## config.mk

```make
export PLATFORM = sky130hd
export DESIGN_NAME = mem_stage_lsu
export DESIGN_NICKNAME = d
export VERILOG_FILES = /design/src/rtl/mips_mem_pkg.sv /design/src/rtl/store_merge.sv /design/src/rtl/mem_stage_lsu.sv
export SDC_FILE = /design/constraint.sdc
export NUM_CORES = 1
export LEC_CHECK = 0
export CAP_MARGIN = 10
export CORE_MARGIN = 5
export CORE_UTILIZATION = 43
export CTS_BUF_LIST = sky130_fd_sc_hd__clkbuf_16
export DETAILED_ROUTE_END_ITERATION = 10
export PLACE_DENSITY = 0.9
export SYNTH_ARGS = -nofsm -noshare
export SYNTH_HDL_FRONTEND = slang
export SYNTH_HIERARCHICAL = 1
export SYNTH_SLANG_ARGS = --single-unit
```

## constraint.sdc

```tcl
create_clock -name clk -period 2.8 [get_ports clk]
set_input_delay 0.56 -clock clk [delete_from_list [all_inputs] [get_ports clk]]
set_output_delay 0.56 -clock clk [all_outputs]
set_load 0.03 [all_outputs]
```

## src/rtl/mips_mem_pkg.sv

```systemverilog
// ============================================================================
//  Module : mips_mem_pkg
//  Brief  : Shared MEM-stage definitions: access-size codes, LSU FSM states
//           and the load lane-extract/extend helper.
//  Rev    : 1.0
// ============================================================================
`default_nettype none

package mips_mem_pkg;

    localparam logic [1:0] SZ_BYTE = 2'b00;
    localparam logic [1:0] SZ_HALF = 2'b01;
    localparam logic [1:0] SZ_WORD = 2'b10;

    typedef enum logic [0:0] {
        ST_IDLE   = 1'b0,
        ST_RMW_WR = 1'b1
    } lsu_state_t;

    // Size code 2'b11 falls through to the full-word case.
    function automatic logic [31:0] lane_extract(
        input logic [31:0] word,
        input logic [1:0]  size,
        input logic [1:0]  lane,
        input logic        sgn
    );
        logic [7:0]  b;
        logic [15:0] h;
        logic [31:0] res;
        case (lane)
            2'd0:    b = word[7:0];
            2'd1:    b = word[15:8];
            2'd2:    b = word[23:16];
            default: b = word[31:24];
        endcase
        h = lane[1] ? word[31:16] : word[15:0];
        case (size)
            SZ_BYTE: res = {{24{sgn & b[7]}}, b};
            SZ_HALF: res = {{16{sgn & h[15]}}, h};
            default: res = word;
        endcase
        return res;
    endfunction

endpackage

`default_nettype wire

```

## src/rtl/store_merge.sv

```systemverilog
// ============================================================================
//  Module : store_merge
//  Brief  : Combinational sub-word store merge: overlays the right-justified
//           store data onto the addressed lane of an existing word.
//  Rev    : 1.0
// ============================================================================
`default_nettype none

module store_merge
    import mips_mem_pkg::*;
(
    input  logic [31:0] word_in,
    input  logic [31:0] wdata,
    input  logic [1:0]  size,
    input  logic [1:0]  lane,
    output logic [31:0] merged
);

    always_comb begin
        merged = word_in;
        case (size)
            SZ_BYTE: merged[{lane, 3'b000} +: 8]     = wdata[7:0];
            SZ_HALF: merged[{lane[1], 4'b0000} +: 16] = wdata[15:0];
            default: merged = wdata;
        endcase
    end

endmodule

`default_nettype wire

```

## src/rtl/mem_stage_lsu.sv

```systemverilog
// ============================================================================
//  Module : mem_stage_lsu
//  Brief  : MEM-stage load/store unit in front of a word-wide dmem; sub-word
//           stores use a two-cycle read-modify-write with one stall cycle.
//  Rev    : 1.0
// ============================================================================
`default_nettype none

module mem_stage_lsu
    import mips_mem_pkg::*;
#(
    parameter int ADDR_W = 6
) (
    input  logic              clk,
    input  logic              rst_n,
    input  logic              req_valid,
    input  logic              req_we,
    input  logic [1:0]        req_size,
    input  logic              req_signed,
    input  logic [31:0]       req_addr,
    input  logic [31:0]       req_wdata,
    output logic              stall,
    output logic [31:0]       load_data,
    output logic              align_err,
    output logic              range_err,
    output logic              dmem_we,
    output logic [ADDR_W-1:0] dmem_a,
    output logic [31:0]       dmem_d,
    input  logic [31:0]       dmem_q
);

    lsu_state_t        r_state;
    logic [ADDR_W-1:0] r_addr;
    logic [31:0]       r_data;

    logic        w_idle;
    logic        w_rmw;
    logic        w_is_word;
    logic        w_align_err;
    logic        w_range_err;
    logic        w_ok;
    logic        w_sub_store;
    logic [31:0] w_merged;

    // Outputs are gated by rst_n so they read as zero for the whole reset.
    assign w_idle    = rst_n & (r_state == ST_IDLE);
    assign w_rmw     = rst_n & (r_state == ST_RMW_WR);
    assign w_is_word = req_size[1];

    assign w_align_err = req_valid & w_idle &
                         (((req_size == SZ_HALF) & req_addr[0]) |
                          (w_is_word & (req_addr[1:0] != 2'b00)));
    assign w_range_err = req_valid & w_idle & (|req_addr[31:ADDR_W+2]);

    assign w_ok        = req_valid & w_idle & ~w_align_err & ~w_range_err;
    assign w_sub_store = w_ok & req_we & ~w_is_word;

    store_merge u_merge (
        .word_in (dmem_q),
        .wdata   (req_wdata),
        .size    (req_size),
        .lane    (req_addr[1:0]),
        .merged  (w_merged)
    );

    assign align_err = w_align_err;
    assign range_err = w_range_err;
    assign stall     = w_sub_store;
    assign dmem_we   = w_rmw | (w_ok & req_we & w_is_word);
    assign dmem_a    = w_rmw ? r_addr : req_addr[ADDR_W+1:2];
    assign dmem_d    = w_rmw ? r_data : req_wdata;
    assign load_data = (w_ok & ~req_we) ?
                       lane_extract(dmem_q, req_size, req_addr[1:0], req_signed) : 32'h0;

    always_ff @(posedge clk or negedge rst_n) begin
        if (!rst_n) begin
            r_state <= ST_IDLE;
            r_addr  <= '0;
            r_data  <= 32'h0;
        end else begin
            case (r_state)
                ST_IDLE: begin
                    if (w_sub_store) begin
                        r_addr  <= req_addr[ADDR_W+1:2];
                        r_data  <= w_merged;
                        r_state <= ST_RMW_WR;
                    end
                end
                default: r_state <= ST_IDLE;
            endcase
        end
    end

endmodule

`default_nettype wire

```

==> results.json <==
{
  "placedCellCount": 723,
  "synthesis.instances": 402,
  "p_per_area_nw_per_um2": 285,
  "finalNetCount": 749,
  "yosysTopAreaCell": "dfrtp_1",
  "report.final.slew_viol_count": 0,
  "timing.setup.critical_path_class": "in2out",
  "number_of_enable_flip_flop_cells_after_synthesis": 0,
  "postSynth.asyncResetShare": 1.00,
  "route.detailed.wl_per_inst_um": 24.9,
  "drt.antenna.violating_nets": 0,
  "netlist_cell_types": 50,
  "post-route-worst-setup-slack_ps": -104,
  "ys_seq_elements": 39,
  "power.leakage_uw": 0.00327,
  "synth_top_area_frac": 0.246,
  "numClockSinks": 39,
  "tightest_slew_ps": 1210,
  "final.setup_skew_ps": 2.68,
  "r2r.worst_path.cells": 7,
  "effective_utilization_at_floorplan": 0.435,
  "area_growth_syn_to_layout_pct": 80.2,
  "clkLatencyLatePin_ps": 290,
  "gp_routability_congestion": 0.902,
  "rel_slew_slack": 0.186,
  "worst_setup_hold_path_clk_slew_ps": 60,
  "synth_area_per_cell_um2": 9.87,
  "yosysMostFrequentCell": "mux2_2",
  "worst-endpoint-arrival_ps": 2340,
  "dr.pass1.iters": 5,
  "detailedRoute.firstIterationViolations": 569,
  "timing.critical_path.slowest_cell_delay_ps": 490,
  "grt_overflow_total": 0,
  "crit_fanout": 6,
  "clock_tree.root_cell": "clkbuf_16",
  "grt_pass1_vias": 4726,
  "capture_point_of_the_worst_path": "load_data[16]",
  "ir_drop_v": 0.000260,
  "synth.area.top_cells": "dfrtp_1 (25%), mux2_2 (20%), mux4_2 (4.5%), mux2i_1 (4.3%), a22o_1 (3.3%)",
  "dp_slack_ps": -297,
  "cts_inserted_buffers": 5,
  "floorplan.rows": 35,
  "via_count_of_the_routed_design": 4773,
  "crit_required_ps": 2240,
  "cts_tree": "done",
  "timing.rr.end": "r_data[11]",
  "gr-usage-all-layers": 0.301,
  "global_route_wire_length_before_repair_mm": 26.6,
  "cts_htree_levels": 2,
  "final_util": 0.784,
  "period_needed_ps": 2900,
  "status": "complete, but fails checks",
  "rrSetupSlack_ps": 770,
  "max_cap_viol_count": 0,
  "period_share": 1.04,
  "crit_path_start_kind": "primary input",
  "antenna_cells": 0,
  "port-buffer-count": 176,
  "path_delay_family": "simple AND/OR/NAND/NOR gates",
  "cts-root-to-sink-buffers": 2,
  "synthesis.nets": 510,
  "crit_start": "req_addr[12]",
  "vias_per_cell": 6.34,
  "hold_viol_final": 0,
  "num_io_pins": 177,
  "crit_path_end_kind": "output pin",
  "worst_path_max_delay_cell": "or3_4",
  "finalNonFillerCells": 753,
  "grt_antenna_before_repair": 0,
  "yosysWarningCount": 6,
  "largest_net_degree_at_the_start_of_global_routing": 70,
  "drive_gt1_frac": 0.531,
  "fmaxAchievable_mhz": 344,
  "violations": "negative setup slack",
  "crit_cells": 8,
  "rr_startpoint": "r_state",
  "die_y_um": 106,
  "ranking_of_synthesized_cells_by_instance_count": "mux2_2 (71), dfrtp_1 (39), inv_1 (29)",
  "fp.coreArea_um2": 9110,
  "yosysSeqAreaShare": 0.246,
  "hpwl_mm": 12.5,
  "worst-path-buf-inv": 4,
  "chipWidth_um": 106,
  "critical_path.cell_chain": "clkbuf_2 > nor4_4 > nand3b_1 > or3_4 > buf_12 > buf_16 > a211oi_2 > buf_4",
  "synthFlopType": "dfrtp_1",
  "setup_viol": 18,
  "wirelength_mm": 18.8,
  "drc": 0,
  "worstHoldPathType": "in2async",
  "post_synth_instance_area_um2": 3970,
  "setup_repair_after_global_routing_missed_its_margin": "true",
  "floorplan.die_area_um2": 11200
}
## kinds of logic (layout without fill, tap and decap cells)
family                   after synthesis  in the layout  synth area share
multiplexers                         101            101             0.304
AND/OR/NAND/NOR                       90             90             0.127
AO/OA/AOI/OAI                        105            105             0.233
flip-flops                            39             39             0.246
buffers and inverters                 62            302            0.0732
adder cells (fa/ha/maj)                5              5            0.0158
## how the worst min path moves through the flow
stage,from,endpoint,depth (start not counted)
after floorplan,rst_n,r_addr[0],0
after global placement,r_addr[2],r_addr[2],1
after detailed placement,r_addr[2],r_addr[2],1
after CTS,rst_n,r_state,2
after global routing,rst_n,r_state,2
final,rst_n,r_state,2
## cell type report
type,count,area (µm²)
multi-input combinational,301,3140
timing repair buffer,265,2620
fill,559,1960
sequential,39,976
tap,111,139
clock buffer,5,125
inverter,29,109
clock inverter,3,43.8
## per-layer routing
metal  up-vias  part of all wire  GRT usage
met2       344              0.50      0.513
met4         0             0.031     0.0823
met5         -                 0          0
li1       2031                 -          -
met3        62             0.095     0.0638
met1      2336              0.37      0.385
## state kept, by name, indices dropped and copies added, names as in the netlist
name and flops:
r_addr 6, r_data 32, r_state 1
## where the power goes
| group | switching [µW] | internal [µW] | total [µW] |
|---|---|---|---|
| clock network | 252 | 421 | 673 |
| logic | 412 | 386 | 798 |
| registers | 0.0000423 | 563 | 563 |
| total | 664 | 1370 | 2030 |
## cells in the final DEF, fill, tap and decap left out, drive strengths merged, types with 9 or more instances in the layout
cell type / n
a211o: 9
a211oi: 9
a22o: 15
buf: 175
clkbuf: 20
clkdlybuf4s50: 67
dfrtp: 39
inv: 29
mux2: 76
mux2i: 17
nand2: 16
nor2: 20
nor2b: 16
nor3: 14
nor4: 9
o21ai: 16
## worst register-to-register path, stage by stage (launching register included)
cell	delay, ps
dfrtp_1	380
nand3b_1	220
buf_4	170
buf_4	140
nor4_4	270
buf_6	190
clkbuf_16	190
mux2_2	360
## repair_timing
item,4_1_cts,5_1_grt
pin swaps,21,19
hold buffers,0,0
resized for setup,106,78
buffers inserted,13,3
endpoints found under the setup margin,32,72
cloned,4,3
## per-stage QoR
step / setup TNS, ps / cell area, µm² / hold slack (ps) / power (µW)
2_1_floorplan: -2970 / 4020 / 264 / 889
3_3_place_gp: -10450 / 6310 / 465 / 1290
3_5_place_dp: -12890 / 6310 / 477 / 1300
4_1_cts: 0 / 6850 / 191 / 1990
5_1_grt: -5390 / 7150 / 186 / 2100
6_report: -769 / 7150 / 185 / 2030
Note: power is estimated with default switching activity, not from simulation.
